--- src/rtl/i2s_pkg.sv ---
// Shared constants, FSM state type and helpers for the I2S DAC transmitter.
package i2s_pkg;

  // Default channel width; a frame carries one left and one right word.
  localparam int SLOTS_PER_CH = 32;
  localparam int FRAME_SLOTS  = 2 * SLOTS_PER_CH;

  // Word-select level during the left half-frame.
  localparam logic LEFT_LRCK = 1'b0;

  typedef enum logic {
    IDLE = 1'b0,
    RUN  = 1'b1
  } i2s_state_e;

  // Bit slots per frame for an arbitrary channel width.
  function automatic int frame_slots(input int data_width);
    return data_width * (FRAME_SLOTS / SLOTS_PER_CH);
  endfunction

endpackage

--- src/rtl/i2s_clk_gen.sv ---
// Bit/word clock generator: BCLK divider, slot counter, LRCK and frame strobes.
module i2s_clk_gen
  import i2s_pkg::*;
#(
  parameter int DATA_WIDTH = SLOTS_PER_CH,
  parameter int BCLK_DIV   = 4
) (
  input  logic audio_clk,
  input  logic reset_n,
  output logic aud_bclk,
  output logic aud_daclrck,
  output logic fall_stb,
  output logic fs_stb
);

  localparam int FRAME_LEN = frame_slots(DATA_WIDTH);
  localparam int DIV_W     = (BCLK_DIV > 1) ? $clog2(BCLK_DIV) : 1;
  localparam int SLOT_W    = $clog2(FRAME_LEN);
  localparam logic [DIV_W-1:0]  DIV_LAST   = DIV_W'(BCLK_DIV - 1);
  localparam logic [SLOT_W-1:0] SLOT_LAST  = SLOT_W'(FRAME_LEN - 1);
  localparam logic [SLOT_W-1:0] SLOT_RIGHT = SLOT_W'(DATA_WIDTH);

  logic [DIV_W-1:0]  div_q;
  logic [SLOT_W-1:0] slot_q;
  logic [SLOT_W-1:0] slot_nxt;
  logic              div_tc;

  // Strobes are combinational so the serializer updates on the same edge BCLK falls.
  assign div_tc   = (div_q == DIV_LAST);
  assign fall_stb = div_tc & aud_bclk;
  assign fs_stb   = fall_stb & (slot_q == SLOT_LAST);
  assign slot_nxt = (slot_q == SLOT_LAST) ? '0 : slot_q + SLOT_W'(1);

  // Divider, BCLK toggle, slot counter and word select; slot resets to the last
  // slot so the first BCLK fall after reset is a frame start.
  always_ff @(posedge audio_clk) begin
    if (!reset_n) begin
      div_q       <= '0;
      aud_bclk    <= 1'b1;
      slot_q      <= SLOT_LAST;
      aud_daclrck <= LEFT_LRCK;
    end else begin
      div_q <= div_tc ? '0 : div_q + DIV_W'(1);
      if (div_tc) begin
        aud_bclk <= ~aud_bclk;
      end
      if (fall_stb) begin
        slot_q      <= slot_nxt;
        aud_daclrck <= (slot_nxt >= SLOT_RIGHT) ? ~LEFT_LRCK : LEFT_LRCK;
      end
    end
  end

endmodule

--- src/rtl/i2s_dac_tx.sv ---
// Stereo I2S transmitter: one-deep L/R holding buffers, frame FSM, Philips-format
// serializer and saturating underrun counter.
module i2s_dac_tx
  import i2s_pkg::*;
#(
  parameter int DATA_WIDTH = SLOTS_PER_CH,
  parameter int BCLK_DIV   = 4,
  parameter int UCNT_WIDTH = 16
) (
  input  logic                  audio_clk,
  input  logic                  reset_n,
  input  logic                  enable,
  input  logic [DATA_WIDTH-1:0] dacL_data_in,
  input  logic                  dacL_valid_in,
  output logic                  dacL_ready_out,
  input  logic [DATA_WIDTH-1:0] dacR_data_in,
  input  logic                  dacR_valid_in,
  output logic                  dacR_ready_out,
  output logic                  aud_bclk,
  output logic                  aud_daclrck,
  output logic                  aud_dacdat,
  output logic                  underrun,
  output logic [UCNT_WIDTH-1:0] underrun_count
);

  localparam int FRAME_LEN = frame_slots(DATA_WIDTH);

  logic                         fall_stb;
  logic                         fs_stb;
  i2s_state_e                   state_q;
  i2s_state_e                   state_d;
  logic                         load_frame;
  logic                         underrun_d;
  logic signed [DATA_WIDTH-1:0] buf_l;
  logic signed [DATA_WIDTH-1:0] buf_r;
  logic                         full_l;
  logic                         full_r;
  logic                         full_l_d;
  logic                         full_r_d;
  logic                         xfer_l;
  logic                         xfer_r;
  logic [FRAME_LEN-1:0]         frame_word;
  logic [FRAME_LEN-1:0]         shift_q;
  logic                         dly_q;

  function automatic logic [UCNT_WIDTH-1:0] sat_inc(input logic [UCNT_WIDTH-1:0] v);
    return (&v) ? v : v + UCNT_WIDTH'(1);
  endfunction

  i2s_clk_gen #(
    .DATA_WIDTH (DATA_WIDTH),
    .BCLK_DIV   (BCLK_DIV)
  ) u_clk_gen (
    .audio_clk   (audio_clk),
    .reset_n     (reset_n),
    .aud_bclk    (aud_bclk),
    .aud_daclrck (aud_daclrck),
    .fall_stb    (fall_stb),
    .fs_stb      (fs_stb)
  );

  // Handshake: a buffer cleared at frame start can only be refilled afterwards,
  // because its ready was low while it was full.
  assign xfer_l     = dacL_valid_in & dacL_ready_out;
  assign xfer_r     = dacR_valid_in & dacR_ready_out;
  assign full_l_d   = load_frame ? 1'b0 : (full_l | xfer_l);
  assign full_r_d   = load_frame ? 1'b0 : (full_r | xfer_r);
  assign frame_word = load_frame ? {buf_l, buf_r} : '0;

  // Frame FSM: decisions are taken only at frame start.
  always_comb begin
    state_d    = state_q;
    load_frame = 1'b0;
    underrun_d = 1'b0;
    if (fs_stb) begin
      case (state_q)
        IDLE: begin
          if (enable) state_d = RUN;
        end
        RUN: begin
          if (!enable) begin
            state_d = IDLE;
          end else if (full_l && full_r) begin
            load_frame = 1'b1;
          end else begin
            underrun_d = 1'b1;
          end
        end
        default: state_d = IDLE;
      endcase
    end
  end

  // Control state: FSM, buffer flags, ready (from next-state flags), underrun.
  always_ff @(posedge audio_clk) begin
    if (!reset_n) begin
      state_q        <= IDLE;
      full_l         <= 1'b0;
      full_r         <= 1'b0;
      dacL_ready_out <= 1'b0;
      dacR_ready_out <= 1'b0;
      underrun       <= 1'b0;
      underrun_count <= '0;
    end else begin
      state_q        <= state_d;
      full_l         <= full_l_d;
      full_r         <= full_r_d;
      dacL_ready_out <= enable & ~full_l_d;
      dacR_ready_out <= enable & ~full_r_d;
      underrun       <= underrun_d;
      if (underrun_d) begin
        underrun_count <= sat_inc(underrun_count);
      end
    end
  end

  // Sample holding buffers; validity lives in the full flags.
  always_ff @(posedge audio_clk) begin
    if (xfer_l) buf_l <= dacL_data_in;
    if (xfer_r) buf_r <= dacR_data_in;
  end

  // Serializer: MSB-first shift register feeding a one-slot delay flop, which
  // gives the I2S one-bit lag (slot 0 carries the previous word's LSB).
  always_ff @(posedge audio_clk) begin
    if (!reset_n) begin
      shift_q    <= '0;
      dly_q      <= 1'b0;
      aud_dacdat <= 1'b0;
    end else if (fall_stb) begin
      aud_dacdat <= dly_q;
      if (fs_stb) begin
        dly_q   <= frame_word[FRAME_LEN-1];
        shift_q <= {frame_word[FRAME_LEN-2:0], 1'b0};
      end else begin
        dly_q   <= shift_q[FRAME_LEN-1];
        shift_q <= {shift_q[FRAME_LEN-2:0], 1'b0};
      end
    end
  end

endmodule

--- config.mk ---
export PLATFORM = sky130hd
export DESIGN_NAME = i2s_dac_tx
export DESIGN_NICKNAME = d
export VERILOG_FILES = /design/src/rtl/i2s_pkg.sv /design/src/rtl/i2s_clk_gen.sv /design/src/rtl/i2s_dac_tx.sv
export SDC_FILE = /design/constraint.sdc
export NUM_CORES = 1
export LEC_CHECK = 0
export ABC_AREA = 1
export BUFFER_PORTS_ARGS = -buffer_cell sky130_fd_sc_hd__buf_4
export CORE_MARGIN = 4
export CORE_UTILIZATION = 44
export DETAILED_ROUTE_END_ITERATION = 8
export GPL_ROUTABILITY_DRIVEN = 1
export HOLD_SLACK_MARGIN = 0.12
export SKIP_CTS_REPAIR_TIMING = 1
export SLEW_MARGIN = 25
export SYNTH_ARGS = -nofsm -noshare
export SYNTH_HDL_FRONTEND = slang
export SYNTH_SLANG_ARGS = --single-unit
--- constraint.sdc ---
create_clock -name audio_clk -period 1.9 [get_ports audio_clk]
set_clock_uncertainty 0.15 [all_clocks]
set_input_delay 0.285 -clock audio_clk [delete_from_list [all_inputs] [get_ports audio_clk]]
set_output_delay 0.285 -clock audio_clk [all_outputs]
set_load 0.01 [all_outputs]
==> impl_metrics.tcl <==
set metrics [dict create \
    rsz0062_at_grt "yes" \
    drive_gt1_frac 0.215 \
    final_cell_mix "nand2_1 (144), a21oi_1 (138), buf_4 (113)" \
    worst_pin_slew_ps 397 \
    syn_inst 652 \
    reg2reg_to "shift_q[29]$_SDFFE_PN0N_" \
    crit_path_end_kind "flop" \
    crit_required_ps 2100 \
    drt-total-wl_um 14500 \
    path_class "flop to flop" \
    p_leak_nw 3.32 \
    cts_made_buffers 17 \
    critPathLaunch "u_clk_gen.slot_q[0]$_SDFFE_PN1N_" \
    synthDistinctLibCells 28 \
    drt-vias-per-instance 5.08 \
    insertion_delay_ps 420 \
    arrival_ps 2040 \
    postPlaceCellArea_um2 7110 \
    first_pass_iters 5 \
    drtIter0Drc 472 \
    dp_cells 901 \
    grt_overflow 0 \
    groute.usage.overall 0.164 \
    cts_tree "done" \
    n_fill_cell 1099 \
    area_delta_synth_final_pct 40.3 \
    io_buffers 90 \
    fin_crit_sh 0.969 \
    syn_nets 724 \
    min_path_type "input port to flop" \
    grt_max_degree 74 \
    crit_fanout 7 \
    reg2regPathDepth 9 \
    dp_hpwl_um 7950 \
    grt_pass1_wl_um 21700 \
    finalSetupViolCount 0 \
    r2r_slack_ps 60 \
    peakVddDrop_mv 0.626 \
    drv_cap 0 \
    finalMaxSlewViolations 0 \
    ant_nets 0 \
    critical_path.endpoint "shift_q[29]$_SDFFE_PN0N_" \
    grt_pass1_vias 4670 \
    dr_total_vias 5148 \
    cts_buffer_depth 2 \
    die_y_um 126 \
    path_clk_slew_ps 60 \
    layout_commonest_cell "nand2_1" \
    dieWidth_um 126 \
    io_pins 91 \
    route.detailed.drc 0 \
    wire_per_inst_um 14.3 \
    multi_input_comb_area_um2 2150 \
    final_area_um2 8640 \
    fmax_ghz 0.543 \
    post-route-util 0.642 \
    placement_rows 42 \
    ys_seq_elements 161 \
    regArea_um2 3870 \
    cp-start-kind "flop" \
    clock_sinks 161 \
    outcome "completed" \
    syn_avg_cell_area_um2 9.45 \
    antenna_found_initial 0 \
    ys_seq_area_frac 0.627 \
    cts-root-buf "clkbuf_16" \
    period_needed_ps 1840 \
    core_um2 13500 \
    place.gp.congestion 0.813 \
    htreeDepth 4 \
    whs_path_depth 3 \
    die_area_um2 16000 \
    finalNonFillerCells 1013 \
    maxSlewHeadroom 0.734 \
    syn_area_um2 6160 \
    yosys_warnings 0 \
    hold_viol 0 \
    r2r-start "u_clk_gen.slot_q[0]$_SDFFE_PN1N_" \
    nets 896 \
    cellPowerDensity_nw_per_um2 923 \
    n_antenna_cell 0 \
    start_util 0.458 \
]
-- flip-flops by register name (all words and copies together) (netlist names), 2 cells and up --
name	count
shift_q	63
underrun_count	16
buf_r	32
buf_l	32
u_clk_gen.div_q	2
u_clk_gen.slot_q	6
-- power by group --
| part | switching [mW] | internal, mW | total [mW] | leakage [nW] |
|---|---|---|---|---|
| logic | 0.457 | 0.390 | 0.846 | 1.67 |
| registers | 0.0770 | 3.76 | 3.84 | 1.37 |
| clock network | 1.30 | 2.00 | 3.30 | 0.282 |
| total | 1.83 | 6.15 | 7.98 | 3.32 |
-- cell families after synthesis --
| group | share of synthesized area |
|---|---|
| AO/OA/AOI/OAI | 0.179 |
| AND/OR/NAND/NOR | 0.139 |
| flip-flops | 0.627 |
| buffers and inverters | 0.0376 |
| XOR/XNOR | 0.0114 |
| adder cells (fa/ha/maj) | 0.00609 |
-- worst min-delay path by stage --
stage / from / endpoint / slack, ps
CTS: dacL_data_in[30] / buf_l[30]$_DFFE_PP_ / -130
global route: dacR_valid_in / buf_r[0]$_DFFE_PP_ / 180
floorplan: dacL_data_in[0] / buf_l[0]$_DFFE_PP_ / 230
detailed placement: u_clk_gen.div_q[0]$_SDFF_PP0_ / u_clk_gen.div_q[0]$_SDFF_PP0_ / 270
global placement: u_clk_gen.div_q[0]$_SDFF_PP0_ / u_clk_gen.div_q[0]$_SDFF_PP0_ / 260
finish: dacR_valid_in / buf_r[0]$_DFFE_PP_ / 200
-- per-stage QoR --
step / hold WS (ps) / setup TNS [ps] / power [mW] / setup slack, ps
after global routing: 179 / -316 / 8.31 / -30.8
after global placement: 263 / 0 / 4.55 / 13.9
final: 200 / 0 / 7.98 / 58.9
after floorplan: 234 / 0 / 4.29 / 91.9
after CTS: -132 / -1170 / 7.86 / -106
after detailed placement: 272 / -790 / 4.57 / -77.6
-- metal layers --
layer | wire, µm | part of all wire | global-route usage
met5 | 0 | 0 | 0
met4 | 254 | 0.017 | 0.0675
met3 | 565 | 0.039 | 0.0412
met2 | 7160 | 0.49 | 0.270
met1 | 6550 | 0.45 | 0.208
-- synth_stat cells (all sizes together) --
library cell,count,area [µm²]
ha,3,37.5
o31ai,1,7.51
clkinv,1,3.75
nor3b,1,7.51
xor2,6,52.6
inv,14,52.6
a21oi,148,741
o21ai,71,355
nand4,4,25.0
nand3,12,65.1
dfxtp,97,1940
nor2,34,140
nand3b,3,22.5
nor3,5,36.3
buf,15,85.1
edfxtp,64,1920
xnor2,2,17.5
clkbuf,24,90.1
nand2,147,557
-- area by class of cell --
class                   count  area share
inverters                  15     0.00651
well taps                 176      0.0255
flip-flops and latches    161       0.448
repair buffers            192       0.204
clock inverters             7     0.00825
clock buffers              25      0.0588
multi-input cells         437       0.249
-- worst max-delay path: stages, from the launching register on --
cell and delay [ps]:
dfxtp_4 370, ha_4 150, nand3_4 90, nor2_4 170, nand2_4 90, nor3_4 220
buf_12 180, clkbuf_16 160, nand2_1 50, a21oi_1 130
Power figures use the tool's default switching activity.
